**config.mk**
```make
export PLATFORM = sky130hd
export DESIGN_NAME = fft_frame_sequencer_flat
export DESIGN_NICKNAME = d
export VERILOG_FILES = /design/src/rtl/fft_frame_sequencer_if.sv /design/src/rtl/fft_frame_sequencer.sv /design/src/flat_wrapper.sv
export SDC_FILE = /design/constraint.sdc
export NUM_CORES = 1
export LEC_CHECK = 0
export BUFFER_PORTS_ARGS = -buffer_cell sky130_fd_sc_hd__buf_2
export CAP_MARGIN = 25
export CORE_UTILIZATION = 54
export DETAILED_ROUTE_END_ITERATION = 16
export PLACE_DENSITY_LB_ADDON = 0.05
export SLEW_MARGIN = 10
export SYNTH_ARGS = -nofsm -noshare
export SYNTH_HDL_FRONTEND = slang
export SYNTH_SLANG_ARGS = --single-unit
```
**constraint.sdc**
```tcl
create_clock -name aclk -period 5.8 [get_ports aclk]
set_clock_uncertainty 0.1 [all_clocks]
set_input_delay 1.16 -clock aclk [delete_from_list [all_inputs] [get_ports aclk]]
set_output_delay 1.16 -clock aclk [all_outputs]
set_load 0.005 [all_outputs]
```
**src/rtl/fft_frame_sequencer_if.sv**
```systemverilog
// Bundle of the host sample stream, FFT sample/config streams, SVM result monitor
// and status outputs around the FFT frame sequencer.
interface fft_frame_sequencer_if #(
    parameter int DATA_W = 32,
    parameter int CFG_W  = 16
);
    logic [CFG_W-1:0]  cfg_word;
    logic              cfg_update;
    logic [DATA_W-1:0] s_axis_tdata;
    logic              s_axis_tvalid;
    logic              s_axis_tready;
    logic              s_axis_tlast;
    logic [DATA_W-1:0] m_axis_tdata;
    logic              m_axis_tvalid;
    logic              m_axis_tready;
    logic              m_axis_tlast;
    logic [CFG_W-1:0]  m_cfg_tdata;
    logic              m_cfg_tvalid;
    logic              m_cfg_tready;
    logic              res_tvalid;
    logic              res_tready;
    logic              res_tlast;
    logic [3:0]        inflight;
    logic [31:0]       frames_sent;
    logic [31:0]       results_recv;
    logic [31:0]       pad_frames;
    logic              err_underflow;
    logic              busy;

    modport master (
        output cfg_word, cfg_update,
        output s_axis_tdata, s_axis_tvalid, s_axis_tlast,
        output m_axis_tready, m_cfg_tready,
        output res_tvalid, res_tready, res_tlast,
        input  s_axis_tready,
        input  m_axis_tdata, m_axis_tvalid, m_axis_tlast,
        input  m_cfg_tdata, m_cfg_tvalid,
        input  inflight, frames_sent, results_recv, pad_frames, err_underflow, busy
    );

    modport slave (
        input  cfg_word, cfg_update,
        input  s_axis_tdata, s_axis_tvalid, s_axis_tlast,
        input  m_axis_tready, m_cfg_tready,
        input  res_tvalid, res_tready, res_tlast,
        output s_axis_tready,
        output m_axis_tdata, m_axis_tvalid, m_axis_tlast,
        output m_cfg_tdata, m_cfg_tvalid,
        output inflight, frames_sent, results_recv, pad_frames, err_underflow, busy
    );
endinterface

```
**src/rtl/fft_frame_sequencer.sv**
```systemverilog
// Issues the FFT config word, slices the host stream into FFT_LEN frames with
// zero padding of short frames, and bounds frames in flight by SVM result credits.
module fft_frame_sequencer #(
    parameter int FFT_LEN      = 1024,
    parameter int MAX_INFLIGHT = 4,
    parameter int DATA_W       = 32,
    parameter int CFG_W        = 16
) (
    input  logic                  aclk,
    input  logic                  aresetn,
    fft_frame_sequencer_if.slave  bus
);
    localparam int              CNT_W    = $clog2(FFT_LEN);
    localparam logic [CNT_W-1:0] LAST_CNT = CNT_W'(FFT_LEN - 1);
    localparam logic [3:0]      MAX_CR   = 4'(MAX_INFLIGHT);

    localparam logic [1:0] S_CFG    = 2'd0;
    localparam logic [1:0] S_IDLE   = 2'd1;
    localparam logic [1:0] S_STREAM = 2'd2;
    localparam logic [1:0] S_PAD    = 2'd3;

    logic [1:0]       r_state;
    logic [CNT_W-1:0] r_cnt;
    logic             r_live;
    logic             r_cfg_pending;
    logic [CFG_W-1:0] r_cfg_data;
    logic [3:0]       r_inflight;
    logic [31:0]      r_frames;
    logic [31:0]      r_results;
    logic [31:0]      r_pads;
    logic             r_err;

    logic              w_stream;
    logic              w_pad;
    logic              w_cfg_valid;
    logic              w_cfg_hs;
    logic              w_last_beat;
    logic              w_m_valid;
    logic              w_xfer;
    logic              w_complete;
    logic              w_res_done;
    logic [DATA_W-1:0] w_m_data;

    assign w_stream    = (r_state == S_STREAM);
    assign w_pad       = (r_state == S_PAD);
    // r_live holds config valid low for the first cycle after reset while cfg_word is captured
    assign w_cfg_valid = (r_state == S_CFG) && r_live;
    assign w_cfg_hs    = w_cfg_valid && bus.m_cfg_tready;
    assign w_last_beat = (r_cnt == LAST_CNT);
    assign w_m_valid   = w_stream ? bus.s_axis_tvalid : w_pad;
    assign w_m_data    = w_stream ? bus.s_axis_tdata : '0;
    assign w_xfer      = w_m_valid && bus.m_axis_tready;
    assign w_complete  = w_xfer && w_last_beat;
    assign w_res_done  = bus.res_tvalid && bus.res_tready && bus.res_tlast;

    assign bus.s_axis_tready = w_stream && bus.m_axis_tready;
    assign bus.m_axis_tdata  = w_m_data;
    assign bus.m_axis_tvalid = w_m_valid;
    assign bus.m_axis_tlast  = (w_stream || w_pad) && w_last_beat;
    assign bus.m_cfg_tdata   = r_cfg_data;
    assign bus.m_cfg_tvalid  = w_cfg_valid;
    assign bus.inflight      = r_inflight;
    assign bus.frames_sent   = r_frames;
    assign bus.results_recv  = r_results;
    assign bus.pad_frames    = r_pads;
    assign bus.err_underflow = r_err;
    assign bus.busy          = r_live && ((r_state != S_IDLE) || (r_inflight != 4'd0));

    always_ff @(posedge aclk or negedge aresetn) begin
        if (!aresetn) begin
            r_state       <= S_CFG;
            r_cnt         <= '0;
            r_live        <= 1'b0;
            r_cfg_pending <= 1'b0;
            r_cfg_data    <= '0;
            r_inflight    <= 4'd0;
            r_frames      <= 32'd0;
            r_results     <= 32'd0;
            r_pads        <= 32'd0;
            r_err         <= 1'b0;
        end else begin
            r_live <= 1'b1;

            // a request landing while a config is already in CFG is absorbed by its handshake
            if (w_cfg_hs) begin
                r_cfg_pending <= 1'b0;
            end else if (bus.cfg_update) begin
                r_cfg_pending <= 1'b1;
            end

            case (r_state)
                S_CFG: begin
                    if (!r_live) begin
                        r_cfg_data <= bus.cfg_word;
                    end else if (w_cfg_hs) begin
                        r_state <= S_IDLE;
                    end
                end
                S_IDLE: begin
                    if (r_cfg_pending) begin
                        r_cfg_data <= bus.cfg_word;
                        r_state    <= S_CFG;
                    end else if (r_inflight < MAX_CR) begin
                        r_state <= S_STREAM;
                    end
                end
                S_STREAM: begin
                    if (w_xfer) begin
                        r_cnt <= r_cnt + 1'b1;
                        if (w_last_beat) begin
                            r_state <= S_IDLE;
                        end else if (bus.s_axis_tlast) begin
                            r_pads  <= r_pads + 32'd1;
                            r_state <= S_PAD;
                        end
                    end
                end
                default: begin
                    if (w_xfer) begin
                        r_cnt <= r_cnt + 1'b1;
                        if (w_last_beat) begin
                            r_state <= S_IDLE;
                        end
                    end
                end
            endcase

            if (w_complete) begin
                r_frames <= r_frames + 32'd1;
            end
            if (w_res_done) begin
                r_results <= r_results + 32'd1;
            end

            case ({w_complete, w_res_done})
                2'b10: r_inflight <= r_inflight + 4'd1;
                2'b01: begin
                    if (r_inflight == 4'd0) begin
                        r_err <= 1'b1;
                    end else begin
                        r_inflight <= r_inflight - 4'd1;
                    end
                end
                default: r_inflight <= r_inflight;
            endcase
        end
    end
endmodule
```
**src/flat_wrapper.sv**
```systemverilog
// flat-port wrapper written by rule: the top's interface ports become plain ports
module fft_frame_sequencer_flat 
#(
    parameter int FFT_LEN      = 1024,
    parameter int MAX_INFLIGHT = 4,
    parameter int DATA_W       = 32,
    parameter int CFG_W        = 16
)
  (aclk, aresetn, bus_cfg_word, bus_cfg_update, bus_s_axis_tdata, bus_s_axis_tvalid, bus_s_axis_tlast, bus_m_axis_tready, bus_m_cfg_tready, bus_res_tvalid, bus_res_tready, bus_res_tlast, bus_s_axis_tready, bus_m_axis_tdata, bus_m_axis_tvalid, bus_m_axis_tlast, bus_m_cfg_tdata, bus_m_cfg_tvalid, bus_inflight, bus_frames_sent, bus_results_recv, bus_pad_frames, bus_err_underflow, bus_busy);
  fft_frame_sequencer_if #(.DATA_W(DATA_W), .CFG_W(CFG_W)) bus_i ();
  input  logic aclk;
  input  logic aresetn;
  input wire logic [$bits(bus_i.cfg_word)-1:0] bus_cfg_word;
  input wire logic [$bits(bus_i.cfg_update)-1:0] bus_cfg_update;
  input wire logic [$bits(bus_i.s_axis_tdata)-1:0] bus_s_axis_tdata;
  input wire logic [$bits(bus_i.s_axis_tvalid)-1:0] bus_s_axis_tvalid;
  input wire logic [$bits(bus_i.s_axis_tlast)-1:0] bus_s_axis_tlast;
  input wire logic [$bits(bus_i.m_axis_tready)-1:0] bus_m_axis_tready;
  input wire logic [$bits(bus_i.m_cfg_tready)-1:0] bus_m_cfg_tready;
  input wire logic [$bits(bus_i.res_tvalid)-1:0] bus_res_tvalid;
  input wire logic [$bits(bus_i.res_tready)-1:0] bus_res_tready;
  input wire logic [$bits(bus_i.res_tlast)-1:0] bus_res_tlast;
  output wire logic [$bits(bus_i.s_axis_tready)-1:0] bus_s_axis_tready;
  output wire logic [$bits(bus_i.m_axis_tdata)-1:0] bus_m_axis_tdata;
  output wire logic [$bits(bus_i.m_axis_tvalid)-1:0] bus_m_axis_tvalid;
  output wire logic [$bits(bus_i.m_axis_tlast)-1:0] bus_m_axis_tlast;
  output wire logic [$bits(bus_i.m_cfg_tdata)-1:0] bus_m_cfg_tdata;
  output wire logic [$bits(bus_i.m_cfg_tvalid)-1:0] bus_m_cfg_tvalid;
  output wire logic [$bits(bus_i.inflight)-1:0] bus_inflight;
  output wire logic [$bits(bus_i.frames_sent)-1:0] bus_frames_sent;
  output wire logic [$bits(bus_i.results_recv)-1:0] bus_results_recv;
  output wire logic [$bits(bus_i.pad_frames)-1:0] bus_pad_frames;
  output wire logic [$bits(bus_i.err_underflow)-1:0] bus_err_underflow;
  output wire logic [$bits(bus_i.busy)-1:0] bus_busy;
  assign bus_i.cfg_word = bus_cfg_word;
  assign bus_i.cfg_update = bus_cfg_update;
  assign bus_i.s_axis_tdata = bus_s_axis_tdata;
  assign bus_i.s_axis_tvalid = bus_s_axis_tvalid;
  assign bus_i.s_axis_tlast = bus_s_axis_tlast;
  assign bus_i.m_axis_tready = bus_m_axis_tready;
  assign bus_i.m_cfg_tready = bus_m_cfg_tready;
  assign bus_i.res_tvalid = bus_res_tvalid;
  assign bus_i.res_tready = bus_res_tready;
  assign bus_i.res_tlast = bus_res_tlast;
  assign bus_s_axis_tready = bus_i.s_axis_tready;
  assign bus_m_axis_tdata = bus_i.m_axis_tdata;
  assign bus_m_axis_tvalid = bus_i.m_axis_tvalid;
  assign bus_m_axis_tlast = bus_i.m_axis_tlast;
  assign bus_m_cfg_tdata = bus_i.m_cfg_tdata;
  assign bus_m_cfg_tvalid = bus_i.m_cfg_tvalid;
  assign bus_inflight = bus_i.inflight;
  assign bus_frames_sent = bus_i.frames_sent;
  assign bus_results_recv = bus_i.results_recv;
  assign bus_pad_frames = bus_i.pad_frames;
  assign bus_err_underflow = bus_i.err_underflow;
  assign bus_busy = bus_i.busy;
  fft_frame_sequencer #(.FFT_LEN(FFT_LEN), .MAX_INFLIGHT(MAX_INFLIGHT), .DATA_W(DATA_W), .CFG_W(CFG_W)) u_core (.aclk(aclk), .aresetn(aresetn), .bus(bus_i));
endmodule
```
==> results of run 1 <==
where the power goes:
| part | internal, µW | switching (µW) | leakage, µW | total [µW] |
|---|---|---|---|---|
| clock | 716 | 383 | 0.000294 | 1100 |
| combinational | 313 | 284 | 0.00210 | 597 |
| sequential | 1030 | 95.1 | 0.00173 | 1120 |
| total | 2060 | 762 | 0.00413 | 2820 |
registers in the layout, indices dropped and copies added (netlist names):
register,cells
u_core.bus.results_recv,32
u_core.r_state,2
u_core.bus.frames_sent,32
u_core.r_live,1
u_core.bus.inflight,4
u_core.r_cnt,10
u_core.bus.err_underflow,1
u_core.bus.pad_frames,32
u_core.bus.m_cfg_tdata,16
u_core.r_cfg_pending,1
cell usage after synthesis (2+ instances only):
cell type / number
a21o_1: 2
a21oi_1: 3
a31oi_1: 2
and2_1: 39
and3_1: 13
and4_1: 11
buf_2: 2
clkbuf_1: 7
dfrtp_1: 131
ha_1: 10
inv_1: 12
mux2_2: 21
mux2i_1: 3
nand2_1: 53
nand3_1: 36
nand4_1: 31
nand4_2: 2
nor2_1: 28
nor3_1: 13
nor3b_2: 2
nor4_1: 7
nor4_2: 4
o21ai_0: 2
or2_2: 2
or4_1: 2
or4_4: 2
xnor2_1: 76
xor2_1: 28
metal layers:
| layer | part of all wire [%] | up-vias | track usage [%] |
|---|---|---|---|
| met2 | 50 | 149 | 42.7 |
| met1 | 44 | 2359 | 32.7 |
| met3 | 5.0 | 19 | 7.35 |
| met4 | 1.3 | 0 | 7.53 |
| met5 | 0 | - | 0 |
| li1 | - | 2375 | - |
path summary, 6_finish.rpt:
path | start | endpoint | slack, ps | depth (start not counted)
min | u_core.bus.err_underflow | u_core.bus.err_underflow | 360 | 1
max reg2reg | u_core.r_state[0] | u_core.bus.inflight[2] | 2750 | 11
max | u_core.r_state[0] | bus_m_axis_tvalid | 2500 | 6
max in group asynchronous | aresetn | u_core.bus.pad_frames[25] | 4050 | 2
min in group asynchronous | aresetn | u_core.bus.results_recv[7] | 470 | 1
min reg2reg | u_core.bus.err_underflow | u_core.bus.err_underflow | 360 | 1
worst max-delay path: cells and delay by family, from the launching register on:
kind / cells / cell delay [ps]
buffers and inverters: 4 / 660
flip-flops: 1 / 410
multiplexers: 1 / 330
adder cells (fa/ha/maj): 1 / 210
cells by family (layout without fill, tap and decap cells):
group                      Yosys count  after routing
AOI/OAI and AO/OA                   15             15
xor gates and xnor gates           104            104
adders and majority gates           10             10
buffers and inverters               22            258
DFF                                131            131
muxes                               24             24
other                                1              1
and+or+nand+nor                    250            250
metrics by stage:
stage	cells	total power [µW]	instance area (µm²)
6_report	933	2820	8020
2_1_floorplan	557	1470	6180
4_1_cts	932	2840	8010
5_1_grt	933	2960	8020
3_3_place_gp	900	1690	7390
3_5_place_dp	901	1740	7390
layout make-up:
type	count	area, µm²	share of cell area [%]
clock buffer	22	484	6.04
inverter	12	45.0	0.562
clock inverter	9	128	1.59
sequential	131	3280	40.9
multi-input combinational	404	2820	35.1
tap	140	175	2.18
timing repair buffer	215	1100	13.7
==> results.yml, run 1 <==
outcome:
  status: "complete, no violations"
yosys:
  yosys.area_share.simple_pct: 22.6
  synth_top_area_share_pct: 53.1
  seq_area_frac_synth_pct: 53.1
  yosysWarnings: 0
  synth_edf_count: 0
  synthCells: 557
  synth_xor_area_share_pct: 14.7
  async_flop_share_pct: 100
  ys_types: 41
  synth_top_flop_cell: "dfrtp_1"
  synth_compound_area_share_pct: 1.80
  synth_area_mm2: 0.00618
  synth_top_family_by_area: "simple AND/OR/NAND/NOR gates"
  syn_avg_cell_area_um2: 11.1
  synth_nets: 625
  synth_area_leaders: "dfrtp_1 53%, xnor2_1 11%, xor2_1 4.0%, and2_1 3.9%, mux2_2 3.8%"
  synth_seq_cells: 131
  yosys-mux-area-fraction_pct: 4.31
  synth_top_cell_by_area: "dfrtp_1"
  synthAdderAreaFrac_pct: 2.03
routing:
  num_vias: 4902
  wire_per_inst_um: 15.7
  drtIter0Drc: 304
  viasPerCell: 5.25
  drtAntennaViolNets: 0
  drt_pass1_iterations: 4
  remaining_drc_errors: 0
  totalWireLength_um: 14600
floorplanning:
  fp.dieArea_mm2: 0.0119
  num_io_pins: 212
  die_w_um: 109
  coreArea_mm2: 0.0110
  rows: 38
  die_h_um: 109
  start_util_pct: 56.3
clock_tree:
  cts-resized-gates: 0
  ctsLongestPathBuffers: 2
  cts_hold_buf: 0
  cts_setup_buffers: 0
  clk_pin_slew_ps: 60
  clk-insertion-delay-late_ps: 410
  htree_levels: 4
  cts_tree: "done"
  cts_made_buffers: 17
  clock_sinks: 131
  cts-root-buf: "clkbuf_16"
pwr:
  power_density_mw_per_mm2: 351
  vdd_ir_drop_max_mv: 0.344
  leakagePower_uw: 0.00413
place:
  place_hpwl_um: 10600
  gp_congestion: 0.816
  place_ws_ps: 2200
  port_buffers: 211
sta:
  setup_viol: 0
  slew_headroom_pct: 41.7
  final_max_slew_viol_count: 0
  finalSetupTns_ps: 0
  fmax_mhz: 303
  finalHoldViolCount: 0
  rsz0062_at_grt: "no"
  timing_worst_slew_pin_value_ps: 874
  period_share_pct: 56.8
  period_minus_slack_ps: 3300
  setup_ws_ps: 2500
  hold_ws_ps: 359
setup_path:
  start_kind: "register"
  cp-end-kind: "output pin"
  crit_top_cell: "inv_1"
  crit_fanout: 37
  worstPathCellList: "inv_1 > ha_1 > buf_8 > mux2i_1 > inv_1 > buf_2"
  cp_data_required_time_ps: 4540
  critical_path_arrival_ps: 2040
  cp_slowest_cell: "dfrtp_1"
  slowest_delay_ps: 410
  critical_path_class: "reg -> out"
final_layout:
  finish.utilization_pct: 73.0
  area_delta_synth_final_pct: 29.8
  final_cell_mix: "210 x buf_2, 131 x dfrtp_1, 76 x xnor2_1, 53 x nand2_1, 39 x and2_1"
  final_nets: 849
  layout_commonest_cell: "buf_2"
  nFillCells: 781
  num_antenna_cells: 0
  final_layout_size_suffix_gt1_share_pct: 35.4
grt:
  grt_use_total_pct: 25.8
  antenna_found_initial: 0
  grt_overflow: 0
  grt_start_max_net_pins: 70
  grt_pass1_vias: 4802
  grt_pass1_wl_um: 23400
job:
  max-cap-violations: 0
hold_path:
  min_path_type: "reg -> reg"
Power figures use the tool's default switching activity.
==> run 2: changes to the inputs <==
Settings changed: CORE_UTILIZATION 54 to 50.
Clock period 5.8 ns to 3.3 ns, I/O delays scaled along.
==> results.yml, run 2 (same netlist as run 1, synthesis figures left out) <==
setup_path:
  slowest_delay_ps: 560
  critical_path_class: "reg -> out"
  start_kind: "register"
  cp-end-kind: "output pin"
  critical_path_arrival_ps: 1860
  cp_data_required_time_ps: 2540
  crit_fanout: 7
  worstPathCellList: "nor4_1 > a21boi_0 > buf_2"
  cp_slowest_cell: "nor4_1"
final_layout:
  nFillCells: 979
  finish.utilization_pct: 66.7
  num_antenna_cells: 0
  area_delta_synth_final_pct: 29.6
  ff_latch_area_mm2: 0.00328
  final_nets: 854
  layout_commonest_cell: "buf_2"
  final_layout_size_suffix_gt1_share_pct: 35.4
  multi_input_area_mm2: 0.00282
  final_cell_mix: "210 x buf_2, 131 x dfrtp_1, 76 x xnor2_1, 53 x nand2_1, 39 x and2_1"
floorplanning:
  die_w_um: 113
  die_h_um: 113
  coreArea_mm2: 0.0120
  num_io_pins: 212
  fp.dieArea_mm2: 0.0128
  start_util_pct: 51.4
  rows: 40
clock_tree:
  htree_levels: 4
  clk_pin_slew_ps: 50
  clock_sinks: 131
  cts_hold_buf: 0
  clk-insertion-delay-late_ps: 410
  cts_made_buffers: 17
  cts-resized-gates: 0
  ctsLongestPathBuffers: 2
  cts_tree: "done"
  cts_setup_buffers: 0
  cts-root-buf: "clkbuf_16"
pwr:
  p_int_uw: 3450
  power_density_mw_per_mm2: 593
  p_seq_share_pct: 41.5
  switching_share_pct: 27.3
  leakagePower_uw: 0.00413
  switchingPower_uw: 1300
  pwr-share-clk_pct: 36.5
  vdd_ir_drop_max_mv: 0.476
  combPwrFrac_pct: 22.0
grt:
  grt_use_total_pct: 23.3
  grt_start_max_net_pins: 64
  antenna_found_initial: 0
  grt_overflow: 0
  grt_pass1_vias: 4817
  grt_pass1_wl_um: 23300
sta:
  finalSetupTns_ps: 0
  setup_ws_ps: 682
  setup_viol: 0
  final_max_slew_viol_count: 0
  finalHoldViolCount: 0
  fmax_mhz: 382
  period_minus_slack_ps: 2620
  period_share_pct: 79.3
  slew_headroom_pct: 44.1
  rsz0062_at_grt: "no"
  timing_worst_slew_pin_value_ps: 830
place:
  port_buffers: 211
  place_ws_ps: 722
  gp_congestion: 0.825
  place_hpwl_um: 10600
hold_path:
  min_path_type: "in -> async"
routing:
  drt_pass1_iterations: 4
  totalWireLength_um: 14300
  viasPerCell: 5.22
  wire_per_inst_um: 15.1
  drtAntennaViolNets: 0
  remaining_drc_errors: 0
  num_vias: 4923
  drtIter0Drc: 250
job:
  max-cap-violations: 0
outcome:
  status: "complete, no violations"
[run 2: power groups by stage]
| stage | Combinational (µW) | Clock (µW) | Sequential, µW |
|---|---|---|---|
| 2_1_floorplan | 605 | 0 | 1990 |
| 3_3_place_gp | 1020 | 0 | 1990 |
| 3_5_place_dp | 1050 | 0 | 2000 |
| 4_1_cts | 1060 | 1760 | 1970 |
| 5_1_grt | 1150 | 1840 | 2000 |
| 6_report | 1050 | 1730 | 1970 |
[run 2: cell type report]
cell class	instances	area share, %
Clock inverter	5	0.656
Multi-Input combinational cell	404	35.2
Tap cell	147	2.30
Sequential cell	131	40.9
Timing Repair Buffer	220	14.3
Inverter	12	0.562
Clock buffer	24	6.14
[run 2: stage by stage]
step / hold slack, ps / instance area (µm²) / cells / power [µW]
floorplan: 264 / 6180 / 557 / 2590
global placement: 351 / 7460 / 914 / 3010
detailed placement: 365 / 7460 / 914 / 3050
CTS: 143 / 8010 / 943 / 4800
global route: 162 / 8010 / 943 / 4990
finish: 103 / 8010 / 943 / 4750
[run 2: final timing paths]
| kind | from | endpoint | slack (ps) | depth (start not counted) |
|---|---|---|---|---|
| min in group aclk | bus_m_cfg_tready | u_core.r_cfg_pending | 330 | 2 |
| hold reg to reg | u_core.bus.results_recv[31] | u_core.bus.results_recv[31] | 370 | 1 |
| max in group asynchronous | aresetn | u_core.bus.frames_sent[18] | 2200 | 2 |
| setup reg to reg | u_core.r_state[0] | u_core.bus.pad_frames[18] | 730 | 9 |
| hold / removal | aresetn | u_core.bus.results_recv[7] | 100 | 1 |
| setup / recovery | u_core.bus.inflight[0] | bus_busy | 680 | 3 |
[run 2: layer usage]
metal	track usage, %	up-vias	part of all wire (%)
met3	6.05	23	4.4
met4	9.04	0	1.7
met5	0	-	0
met1	31.0	2393	47
li1	-	2385	-
met2	36.7	122	47
[run 2: worst max-delay path, delay by kind of cell (launching register included)]
family                 cells  cell delay, ps
AO/OA/AOI/OAI              1             250
buffers and inverters      1             190
flip-flops                 1             460
AND/OR/NAND/NOR            1             560
